## src/rtl/sdram_port_arbiter_pkg.sv

```systemverilog
// Shared SDRAM parameters, arbiter state encoding and the round-robin picker
// for the two-port SDRAM front-end arbiter.
package sdram_port_arbiter_pkg;

    localparam int unsigned SDR_ASIZE  = 23;
    localparam int unsigned SDR_DSIZE  = 16;
    localparam int unsigned SDR_LEN_W  = 8;
    localparam int unsigned ARB_TMO    = 1023;
    localparam int unsigned WDOG_W     = 10;
    localparam int unsigned GAP_CYCLES = 2;

    typedef enum logic [1:0] {
        IDLE  = 2'd0,
        ISSUE = 2'd1,
        WAIT  = 2'd2,
        GAP   = 2'd3
    } arb_state_e;

    // Returns the winning port index; on a tie the pointer decides.
    function automatic logic rr_pick(input logic req0, input logic req1, input logic ptr);
        if (req0 && req1) begin
            return ptr;
        end
        return req1;
    endfunction

endpackage

```

## src/rtl/sdram_port_arbiter_if.sv

```systemverilog
// Host-port and controller-side bundle of the two-port SDRAM arbiter.
interface sdram_port_arbiter_if #(
    parameter int unsigned ASIZE = 23,
    parameter int unsigned DSIZE = 16
);
    localparam int unsigned DMW = DSIZE / 8;

    logic             p0_req;
    logic             p0_wrn;
    logic [ASIZE-1:0] p0_addr;
    logic [7:0]       p0_len;
    logic [DSIZE-1:0] p0_din;
    logic [DMW-1:0]   p0_dm;
    logic             p0_gnt;
    logic             p0_done;
    logic             p0_err;
    logic             p0_in_req;
    logic             p0_out_valid;
    logic [DSIZE-1:0] p0_dout;

    logic             p1_req;
    logic             p1_wrn;
    logic [ASIZE-1:0] p1_addr;
    logic [7:0]       p1_len;
    logic [DSIZE-1:0] p1_din;
    logic [DMW-1:0]   p1_dm;
    logic             p1_gnt;
    logic             p1_done;
    logic             p1_err;
    logic             p1_in_req;
    logic             p1_out_valid;
    logic [DSIZE-1:0] p1_dout;

    logic [ASIZE-1:0] c_addr;
    logic [7:0]       c_length;
    logic             c_wr;
    logic             c_rd;
    logic [DSIZE-1:0] c_datain;
    logic [DMW-1:0]   c_dm;
    logic [DSIZE-1:0] c_dataout;
    logic             c_in_req;
    logic             c_out_valid;
    logic             c_done;
    logic             c_act;

    // Arbiter side
    modport slave (
        input  p0_req, p0_wrn, p0_addr, p0_len, p0_din, p0_dm,
        output p0_gnt, p0_done, p0_err, p0_in_req, p0_out_valid, p0_dout,
        input  p1_req, p1_wrn, p1_addr, p1_len, p1_din, p1_dm,
        output p1_gnt, p1_done, p1_err, p1_in_req, p1_out_valid, p1_dout,
        output c_addr, c_length, c_wr, c_rd, c_datain, c_dm,
        input  c_dataout, c_in_req, c_out_valid, c_done, c_act
    );

    // Hosts plus SDRAM controller side
    modport master (
        output p0_req, p0_wrn, p0_addr, p0_len, p0_din, p0_dm,
        input  p0_gnt, p0_done, p0_err, p0_in_req, p0_out_valid, p0_dout,
        output p1_req, p1_wrn, p1_addr, p1_len, p1_din, p1_dm,
        input  p1_gnt, p1_done, p1_err, p1_in_req, p1_out_valid, p1_dout,
        input  c_addr, c_length, c_wr, c_rd, c_datain, c_dm,
        output c_dataout, c_in_req, c_out_valid, c_done, c_act
    );

endinterface

```

## src/rtl/sdram_port_arbiter.sv

```systemverilog
// Two-port round-robin arbiter in front of an SDRAM controller, with a
// per-burst watchdog and an enforced idle gap between bursts.
module sdram_port_arbiter
    import sdram_port_arbiter_pkg::*;
#(
    parameter int unsigned ASIZE = SDR_ASIZE,
    parameter int unsigned DSIZE = SDR_DSIZE,
    parameter int unsigned TMO   = ARB_TMO
) (
    input logic                 CLK,
    input logic                 RESET_N,
    sdram_port_arbiter_if.slave bus
);

    localparam int unsigned DMW = DSIZE / 8;

    arb_state_e           state_q, state_d;
    logic                 ptr_q, ptr_d;
    logic                 sel_q, sel_d;
    logic                 wrn_q, wrn_d;
    logic [WDOG_W-1:0]    wdog_q, wdog_d;
    logic                 gap_q, gap_d;
    logic                 gnt0_q, gnt0_d;
    logic                 gnt1_q, gnt1_d;
    logic                 done0_q, done0_d;
    logic                 done1_q, done1_d;
    logic                 err0_q, err0_d;
    logic                 err1_q, err1_d;
    logic                 c_wr_q, c_wr_d;
    logic                 c_rd_q, c_rd_d;
    logic [ASIZE-1:0]     c_addr_q, c_addr_d;
    logic [SDR_LEN_W-1:0] c_len_q, c_len_d;
    logic                 pick;
    logic                 finish;
    logic                 ctrl_act_unused;

    // Controller activity flag carries no arbitration meaning here.
    assign ctrl_act_unused = bus.c_act;

    // Next-state and registered-output logic
    always_comb begin
        state_d  = state_q;
        ptr_d    = ptr_q;
        sel_d    = sel_q;
        wrn_d    = wrn_q;
        wdog_d   = wdog_q;
        gap_d    = gap_q;
        gnt0_d   = gnt0_q;
        gnt1_d   = gnt1_q;
        done0_d  = 1'b0;
        done1_d  = 1'b0;
        err0_d   = 1'b0;
        err1_d   = 1'b0;
        c_wr_d   = c_wr_q;
        c_rd_d   = c_rd_q;
        c_addr_d = c_addr_q;
        c_len_d  = c_len_q;
        pick     = 1'b0;
        finish   = 1'b0;

        unique case (state_q)
            IDLE: begin
                if (bus.p0_req || bus.p1_req) begin
                    pick     = rr_pick(bus.p0_req, bus.p1_req, ptr_q);
                    sel_d    = pick;
                    ptr_d    = ~pick;
                    gnt0_d   = ~pick;
                    gnt1_d   = pick;
                    c_addr_d = pick ? bus.p1_addr : bus.p0_addr;
                    c_len_d  = pick ? bus.p1_len  : bus.p0_len;
                    wrn_d    = pick ? bus.p1_wrn  : bus.p0_wrn;
                    state_d  = ISSUE;
                end
            end
            ISSUE: begin
                // Zero-length bursts complete without touching the controller.
                if (c_len_q == SDR_LEN_W'(0)) begin
                    gnt0_d  = 1'b0;
                    gnt1_d  = 1'b0;
                    done0_d = ~sel_q;
                    done1_d = sel_q;
                    state_d = IDLE;
                end else begin
                    c_wr_d  = wrn_q;
                    c_rd_d  = ~wrn_q;
                    wdog_d  = '0;
                    state_d = WAIT;
                end
            end
            WAIT: begin
                finish = bus.c_done || (wdog_q == WDOG_W'(TMO));
                if (finish) begin
                    c_wr_d  = 1'b0;
                    c_rd_d  = 1'b0;
                    gnt0_d  = 1'b0;
                    gnt1_d  = 1'b0;
                    done0_d = bus.c_done & ~sel_q;
                    done1_d = bus.c_done & sel_q;
                    err0_d  = ~bus.c_done & ~sel_q;
                    err1_d  = ~bus.c_done & sel_q;
                    gap_d   = 1'b0;
                    state_d = GAP;
                end else begin
                    wdog_d = wdog_q + WDOG_W'(1);
                end
            end
            GAP: begin
                if (gap_q == 1'(GAP_CYCLES - 1)) begin
                    state_d = IDLE;
                end else begin
                    gap_d = 1'b1;
                end
            end
            default: state_d = IDLE;
        endcase
    end

    always_ff @(posedge CLK or negedge RESET_N) begin
        if (!RESET_N) begin
            state_q  <= IDLE;
            ptr_q    <= 1'b0;
            sel_q    <= 1'b0;
            wrn_q    <= 1'b0;
            wdog_q   <= '0;
            gap_q    <= 1'b0;
            gnt0_q   <= 1'b0;
            gnt1_q   <= 1'b0;
            done0_q  <= 1'b0;
            done1_q  <= 1'b0;
            err0_q   <= 1'b0;
            err1_q   <= 1'b0;
            c_wr_q   <= 1'b0;
            c_rd_q   <= 1'b0;
            c_addr_q <= '0;
            c_len_q  <= '0;
        end else begin
            state_q  <= state_d;
            ptr_q    <= ptr_d;
            sel_q    <= sel_d;
            wrn_q    <= wrn_d;
            wdog_q   <= wdog_d;
            gap_q    <= gap_d;
            gnt0_q   <= gnt0_d;
            gnt1_q   <= gnt1_d;
            done0_q  <= done0_d;
            done1_q  <= done1_d;
            err0_q   <= err0_d;
            err1_q   <= err1_d;
            c_wr_q   <= c_wr_d;
            c_rd_q   <= c_rd_d;
            c_addr_q <= c_addr_d;
            c_len_q  <= c_len_d;
        end
    end

    assign bus.p0_gnt   = gnt0_q;
    assign bus.p1_gnt   = gnt1_q;
    assign bus.p0_done  = done0_q;
    assign bus.p1_done  = done1_q;
    assign bus.p0_err   = err0_q;
    assign bus.p1_err   = err1_q;
    assign bus.c_wr     = c_wr_q;
    assign bus.c_rd     = c_rd_q;
    assign bus.c_addr   = c_addr_q;
    assign bus.c_length = c_len_q;

    // Data path steered by the registered grant; idle drives zero data, fully masked.
    assign bus.c_datain = gnt1_q ? bus.p1_din : (gnt0_q ? bus.p0_din : DSIZE'(0));
    assign bus.c_dm     = gnt1_q ? bus.p1_dm  : (gnt0_q ? bus.p0_dm  : {DMW{1'b1}});

    assign bus.p0_in_req    = bus.c_in_req & gnt0_q;
    assign bus.p1_in_req    = bus.c_in_req & gnt1_q;
    assign bus.p0_out_valid = bus.c_out_valid & gnt0_q;
    assign bus.p1_out_valid = bus.c_out_valid & gnt1_q;
    assign bus.p0_dout      = bus.c_dataout;
    assign bus.p1_dout      = bus.c_dataout;

endmodule

```

## src/flat_wrapper.sv

```systemverilog
// flat-port wrapper written by rule: the top's interface ports become plain ports
module sdram_port_arbiter_flat import sdram_port_arbiter_pkg::*;
#(
    parameter int unsigned ASIZE = SDR_ASIZE,
    parameter int unsigned DSIZE = SDR_DSIZE,
    parameter int unsigned TMO   = ARB_TMO
)
  (CLK, RESET_N, bus_p0_req, bus_p0_wrn, bus_p0_addr, bus_p0_len, bus_p0_din, bus_p0_dm, bus_p0_gnt, bus_p0_done, bus_p0_err, bus_p0_in_req, bus_p0_out_valid, bus_p0_dout, bus_p1_req, bus_p1_wrn, bus_p1_addr, bus_p1_len, bus_p1_din, bus_p1_dm, bus_p1_gnt, bus_p1_done, bus_p1_err, bus_p1_in_req, bus_p1_out_valid, bus_p1_dout, bus_c_addr, bus_c_length, bus_c_wr, bus_c_rd, bus_c_datain, bus_c_dm, bus_c_dataout, bus_c_in_req, bus_c_out_valid, bus_c_done, bus_c_act);
  sdram_port_arbiter_if #(.ASIZE(ASIZE), .DSIZE(DSIZE)) bus_i ();
  input logic CLK;
  input logic RESET_N;
  input wire logic [$bits(bus_i.p0_req)-1:0] bus_p0_req;
  input wire logic [$bits(bus_i.p0_wrn)-1:0] bus_p0_wrn;
  input wire logic [$bits(bus_i.p0_addr)-1:0] bus_p0_addr;
  input wire logic [$bits(bus_i.p0_len)-1:0] bus_p0_len;
  input wire logic [$bits(bus_i.p0_din)-1:0] bus_p0_din;
  input wire logic [$bits(bus_i.p0_dm)-1:0] bus_p0_dm;
  output wire logic [$bits(bus_i.p0_gnt)-1:0] bus_p0_gnt;
  output wire logic [$bits(bus_i.p0_done)-1:0] bus_p0_done;
  output wire logic [$bits(bus_i.p0_err)-1:0] bus_p0_err;
  output wire logic [$bits(bus_i.p0_in_req)-1:0] bus_p0_in_req;
  output wire logic [$bits(bus_i.p0_out_valid)-1:0] bus_p0_out_valid;
  output wire logic [$bits(bus_i.p0_dout)-1:0] bus_p0_dout;
  input wire logic [$bits(bus_i.p1_req)-1:0] bus_p1_req;
  input wire logic [$bits(bus_i.p1_wrn)-1:0] bus_p1_wrn;
  input wire logic [$bits(bus_i.p1_addr)-1:0] bus_p1_addr;
  input wire logic [$bits(bus_i.p1_len)-1:0] bus_p1_len;
  input wire logic [$bits(bus_i.p1_din)-1:0] bus_p1_din;
  input wire logic [$bits(bus_i.p1_dm)-1:0] bus_p1_dm;
  output wire logic [$bits(bus_i.p1_gnt)-1:0] bus_p1_gnt;
  output wire logic [$bits(bus_i.p1_done)-1:0] bus_p1_done;
  output wire logic [$bits(bus_i.p1_err)-1:0] bus_p1_err;
  output wire logic [$bits(bus_i.p1_in_req)-1:0] bus_p1_in_req;
  output wire logic [$bits(bus_i.p1_out_valid)-1:0] bus_p1_out_valid;
  output wire logic [$bits(bus_i.p1_dout)-1:0] bus_p1_dout;
  output wire logic [$bits(bus_i.c_addr)-1:0] bus_c_addr;
  output wire logic [$bits(bus_i.c_length)-1:0] bus_c_length;
  output wire logic [$bits(bus_i.c_wr)-1:0] bus_c_wr;
  output wire logic [$bits(bus_i.c_rd)-1:0] bus_c_rd;
  output wire logic [$bits(bus_i.c_datain)-1:0] bus_c_datain;
  output wire logic [$bits(bus_i.c_dm)-1:0] bus_c_dm;
  input wire logic [$bits(bus_i.c_dataout)-1:0] bus_c_dataout;
  input wire logic [$bits(bus_i.c_in_req)-1:0] bus_c_in_req;
  input wire logic [$bits(bus_i.c_out_valid)-1:0] bus_c_out_valid;
  input wire logic [$bits(bus_i.c_done)-1:0] bus_c_done;
  input wire logic [$bits(bus_i.c_act)-1:0] bus_c_act;
  assign bus_i.p0_req = bus_p0_req;
  assign bus_i.p0_wrn = bus_p0_wrn;
  assign bus_i.p0_addr = bus_p0_addr;
  assign bus_i.p0_len = bus_p0_len;
  assign bus_i.p0_din = bus_p0_din;
  assign bus_i.p0_dm = bus_p0_dm;
  assign bus_p0_gnt = bus_i.p0_gnt;
  assign bus_p0_done = bus_i.p0_done;
  assign bus_p0_err = bus_i.p0_err;
  assign bus_p0_in_req = bus_i.p0_in_req;
  assign bus_p0_out_valid = bus_i.p0_out_valid;
  assign bus_p0_dout = bus_i.p0_dout;
  assign bus_i.p1_req = bus_p1_req;
  assign bus_i.p1_wrn = bus_p1_wrn;
  assign bus_i.p1_addr = bus_p1_addr;
  assign bus_i.p1_len = bus_p1_len;
  assign bus_i.p1_din = bus_p1_din;
  assign bus_i.p1_dm = bus_p1_dm;
  assign bus_p1_gnt = bus_i.p1_gnt;
  assign bus_p1_done = bus_i.p1_done;
  assign bus_p1_err = bus_i.p1_err;
  assign bus_p1_in_req = bus_i.p1_in_req;
  assign bus_p1_out_valid = bus_i.p1_out_valid;
  assign bus_p1_dout = bus_i.p1_dout;
  assign bus_c_addr = bus_i.c_addr;
  assign bus_c_length = bus_i.c_length;
  assign bus_c_wr = bus_i.c_wr;
  assign bus_c_rd = bus_i.c_rd;
  assign bus_c_datain = bus_i.c_datain;
  assign bus_c_dm = bus_i.c_dm;
  assign bus_i.c_dataout = bus_c_dataout;
  assign bus_i.c_in_req = bus_c_in_req;
  assign bus_i.c_out_valid = bus_c_out_valid;
  assign bus_i.c_done = bus_c_done;
  assign bus_i.c_act = bus_c_act;
  sdram_port_arbiter #(.ASIZE(ASIZE), .DSIZE(DSIZE), .TMO(TMO)) u_core (.CLK(CLK), .RESET_N(RESET_N), .bus(bus_i));
endmodule
```

## config.mk

```make
export PLATFORM = sky130hd
export DESIGN_NAME = sdram_port_arbiter_flat
export DESIGN_NICKNAME = d
export VERILOG_FILES = /design/src/rtl/sdram_port_arbiter_pkg.sv /design/src/rtl/sdram_port_arbiter_if.sv /design/src/rtl/sdram_port_arbiter.sv /design/src/flat_wrapper.sv
export SDC_FILE = /design/constraint.sdc
export NUM_CORES = 1
export LEC_CHECK = 0
export CAP_MARGIN = 20
export CORE_ASPECT_RATIO = 0.8
export CORE_MARGIN = 2
export CORE_UTILIZATION = 40
export CTS_BUF_LIST = sky130_fd_sc_hd__clkbuf_16
export CTS_CLUSTER_DIAMETER = 40
export CTS_CLUSTER_SIZE = 14
export DETAILED_ROUTE_END_ITERATION = 6
export DONT_BUFFER_PORTS = 1
export MAX_ROUTING_LAYER = met4
export RECOVER_POWER = 50
export SYNTH_ARGS = -nofsm -noshare
export SYNTH_HDL_FRONTEND = slang
export SYNTH_SLANG_ARGS = --single-unit
```

## constraint.sdc

```tcl
create_clock -name CLK -period 2.84 [get_ports CLK]
set_input_delay 0.71 -clock CLK [delete_from_list [all_inputs] [get_ports CLK]]
set_output_delay 0.71 -clock CLK [all_outputs]
set_load 0.01 [all_outputs]
```

==> flow_summary.ini <==
[detailed_routing]
drtAntennaViolNets = 0
num_vias = 2273
drcViolationCount = 0
drt-initial-drc-count = 249
detail_route.first_pass.iterations = 7
wirelength_um = 7629
viasPerCell = 5.950
wl_per_cell_um = 19.97

[sta]
worst_pin_slew_ns = 0.7262
setup_tns_ns = 0
finalHoldViolations = 0
max_slew_margin_pct = 51.54
post-route-min-period_ns = 2.204
fin_worst_skew_ns = 0.005832
setup_viol = 0
slew_violations = 0
fmax_ghz = 0.4537
finalCritPeriodShare_pct = 77.61
whs_ns = 0.1111
rsz0062_at_grt = no

[grt]
use_met2_pct = 27.83
globalRouteOverflowTotal = 0
grt_pass1_wl_um = 10910
grt_use_met3_pct = 5.471
track_usage_pct = 17.69
top_usage_layer = met2
grt_max_degree = 56
grtUsageMet1_pct = 22.32
grt_pass1_vias = 2138
antenna_found_initial = 0

[clocking]
cts.htree.levels = 2
cts_resized = 0
clk_pin_slew_worst_paths_ns = 0.07
cts_sinks = 55
tritoncts = done
postCtsSetupRepairBufs = 0
cts_buffer_depth = 2
insertion_delay_ns = 0.29
numCtsBuffers = 5
root_buffer = clkbuf_16
ctsHoldBuffers = 0

[synth]
synth_top_area_cell = dfrtp_1
synth_nets = 440
synth_area_leaders = dfrtp_1, a222oi_1, buf_4
avgSynthCellArea_sq_um = 9.848
synthArstFlopShare_pct = 100.0
synthFlopType = dfrtp_1
netlist-cell-type-count = 45
synth_most_common_cell = dfrtp_1
synth_cells = 310
synth_common_cells = dfrtp_1, inv_1, a222oi_1, buf_4, nor2_1
netlist_area_sq_um = 3053
ys_seq_area_share_pct = 45.08
synth_edf_count = 0
ys_ff_latch = 55
yosys_warnings = 0
synth_top_area_share_pct = 45.08

[place]
io_buffer_count = 0
gp_congestion = 0.8172
dp_hpwl_um = 5808

[die]
ios = 217
rows = 28
die_area_sq_um = 8352
die_x_um = 101.7
die_h_um = 82.14
core_area_sq_um = 7392
start_util_pct = 41.30

[run]
maxCapViolations = 0

[finish]
nets = 406
area_delta_synth_final_pct = 2.664
diodes = 0
largest_register_ffs = 23
drive_gt1_share_pct = 10.83

[critical_path]
crit_type = flip-flop to flip-flop
regToRegStartpoint = u_core.state_q[0]$_DFFE_PN0P_
regToRegEndpoint = u_core.wdog_q[6]$_DFFE_PN0P_
cp_max_fo = 10
crit_arrival_ns = 2.42
end_kind = flip-flop
critPathLaunchType = flip-flop
ff2ff_path_depth = 7
r2r_slack_ns = 0.64
crit_required_ns = 3.06

[outcome]
status = complete, no violations

[pwr]
p_leak_nw = 1.507
peakVddDrop_uv = 474.9
powerDensity_nw_per_um2 = 1129

[hold_path]
min_path_type = input pin to asynchronous set/reset pin
metal layers:
layer | share of wire, % | vias up
met1 | 40 | 1072
met4 | 1.0 | 0
li1 | - | 1031
met2 | 48 | 164
met5 | 0 | -
met3 | 11 | 6
power by group:
part	switching [W]	internal [W]
sequential	0.000402	0.00108
clock	0.000272	0.000505
combinational	0.000759	0.000523
through the flow:
stage	instance area [sq um]	std cells	util, %	power, W	setup WS [ns]
after floorplan	3053	310	-	0.002486	0.8726
after global placement	2912	372	39.39	0.002729	0.5703
after detailed placement	2942	374	39.79	0.002786	0.6595
after CTS	3134	382	42.40	0.003577	0.6418
after global routing	3134	382	42.40	0.003839	0.4405
final	3134	382	42.40	0.003538	0.6359
worst max-delay path, stage by stage (launching register included):
cell and delay, ns:
dfrtp_1 0.47, inv_1 0.10, ha_1 0.42, inv_1 0.08, a31oi_2 0.46, nand2_2 0.14, or3_1 0.37, o21ai_1 0.08
worst max path at each step:
stage | from | endpoint | slack (ns) | cells after the start
3_5_place_dp | u_core.state_q[0]$_DFFE_PN0P_ | u_core.wdog_q[6]$_DFFE_PN0P_ | 0.66 | 7
4_1_cts | u_core.state_q[0]$_DFFE_PN0P_ | u_core.wdog_q[6]$_DFFE_PN0P_ | 0.64 | 7
6_report | u_core.state_q[0]$_DFFE_PN0P_ | u_core.wdog_q[6]$_DFFE_PN0P_ | 0.64 | 7
3_3_place_gp | u_core.state_q[0]$_DFFE_PN0P_ | u_core.bus.c_addr[18]$_DFFE_PN0P_ | 0.57 | 6
2_1_floorplan | u_core.bus.p0_gnt$_DFFE_PN0P_ | bus_c_datain[10] | 0.87 | 3
5_1_grt | u_core.state_q[0]$_DFFE_PN0P_ | u_core.wdog_q[6]$_DFFE_PN0P_ | 0.44 | 7
layout make-up:
class,count,area [sq um]
fillers,721,4258
flip-flops and latches,55,1376
multi-input cells,164,1212
inverters,45,168.9
well taps,105,131.4
clock buffers,5,125.1
clock inverters,3,67.56
repair buffers,5,52.55
cells by family after synthesis:
kind of cell	after synthesis	share of synthesized area (%)
AOI/OAI and AO/OA	91	24.88
adders and majority gates	6	2.459
buffers and inverters	91	15.37
DFF	55	45.08
muxes	2	0.7377
and+or+nand+nor	65	11.48
placed cells by master, fill, tap and decap left out, types with 2 or more instances in the layout:
master and count:
nand2_1 13, or3_1 3, o21ai_0 8, a22o_1 17, nand2b_1 2, nor2_1 18, nand2_2 3, nor4_2 2
o21ai_1 3, a222oi_1 32, and2_1 4, nand4_1 2, a31oi_1 2, a21oi_2 2, nor2_2 2, bufinv_16 2
dfrtp_1 55, nor2b_1 3, buf_4 3, ha_1 6, nand3_1 4, clkbuf_16 5, mux2_1 2, inv_1 45
a21o_1 2, and3_1 2, a21oi_1 13, buf_8 2
No activity file was read; power rests on OpenSTA's default activity.
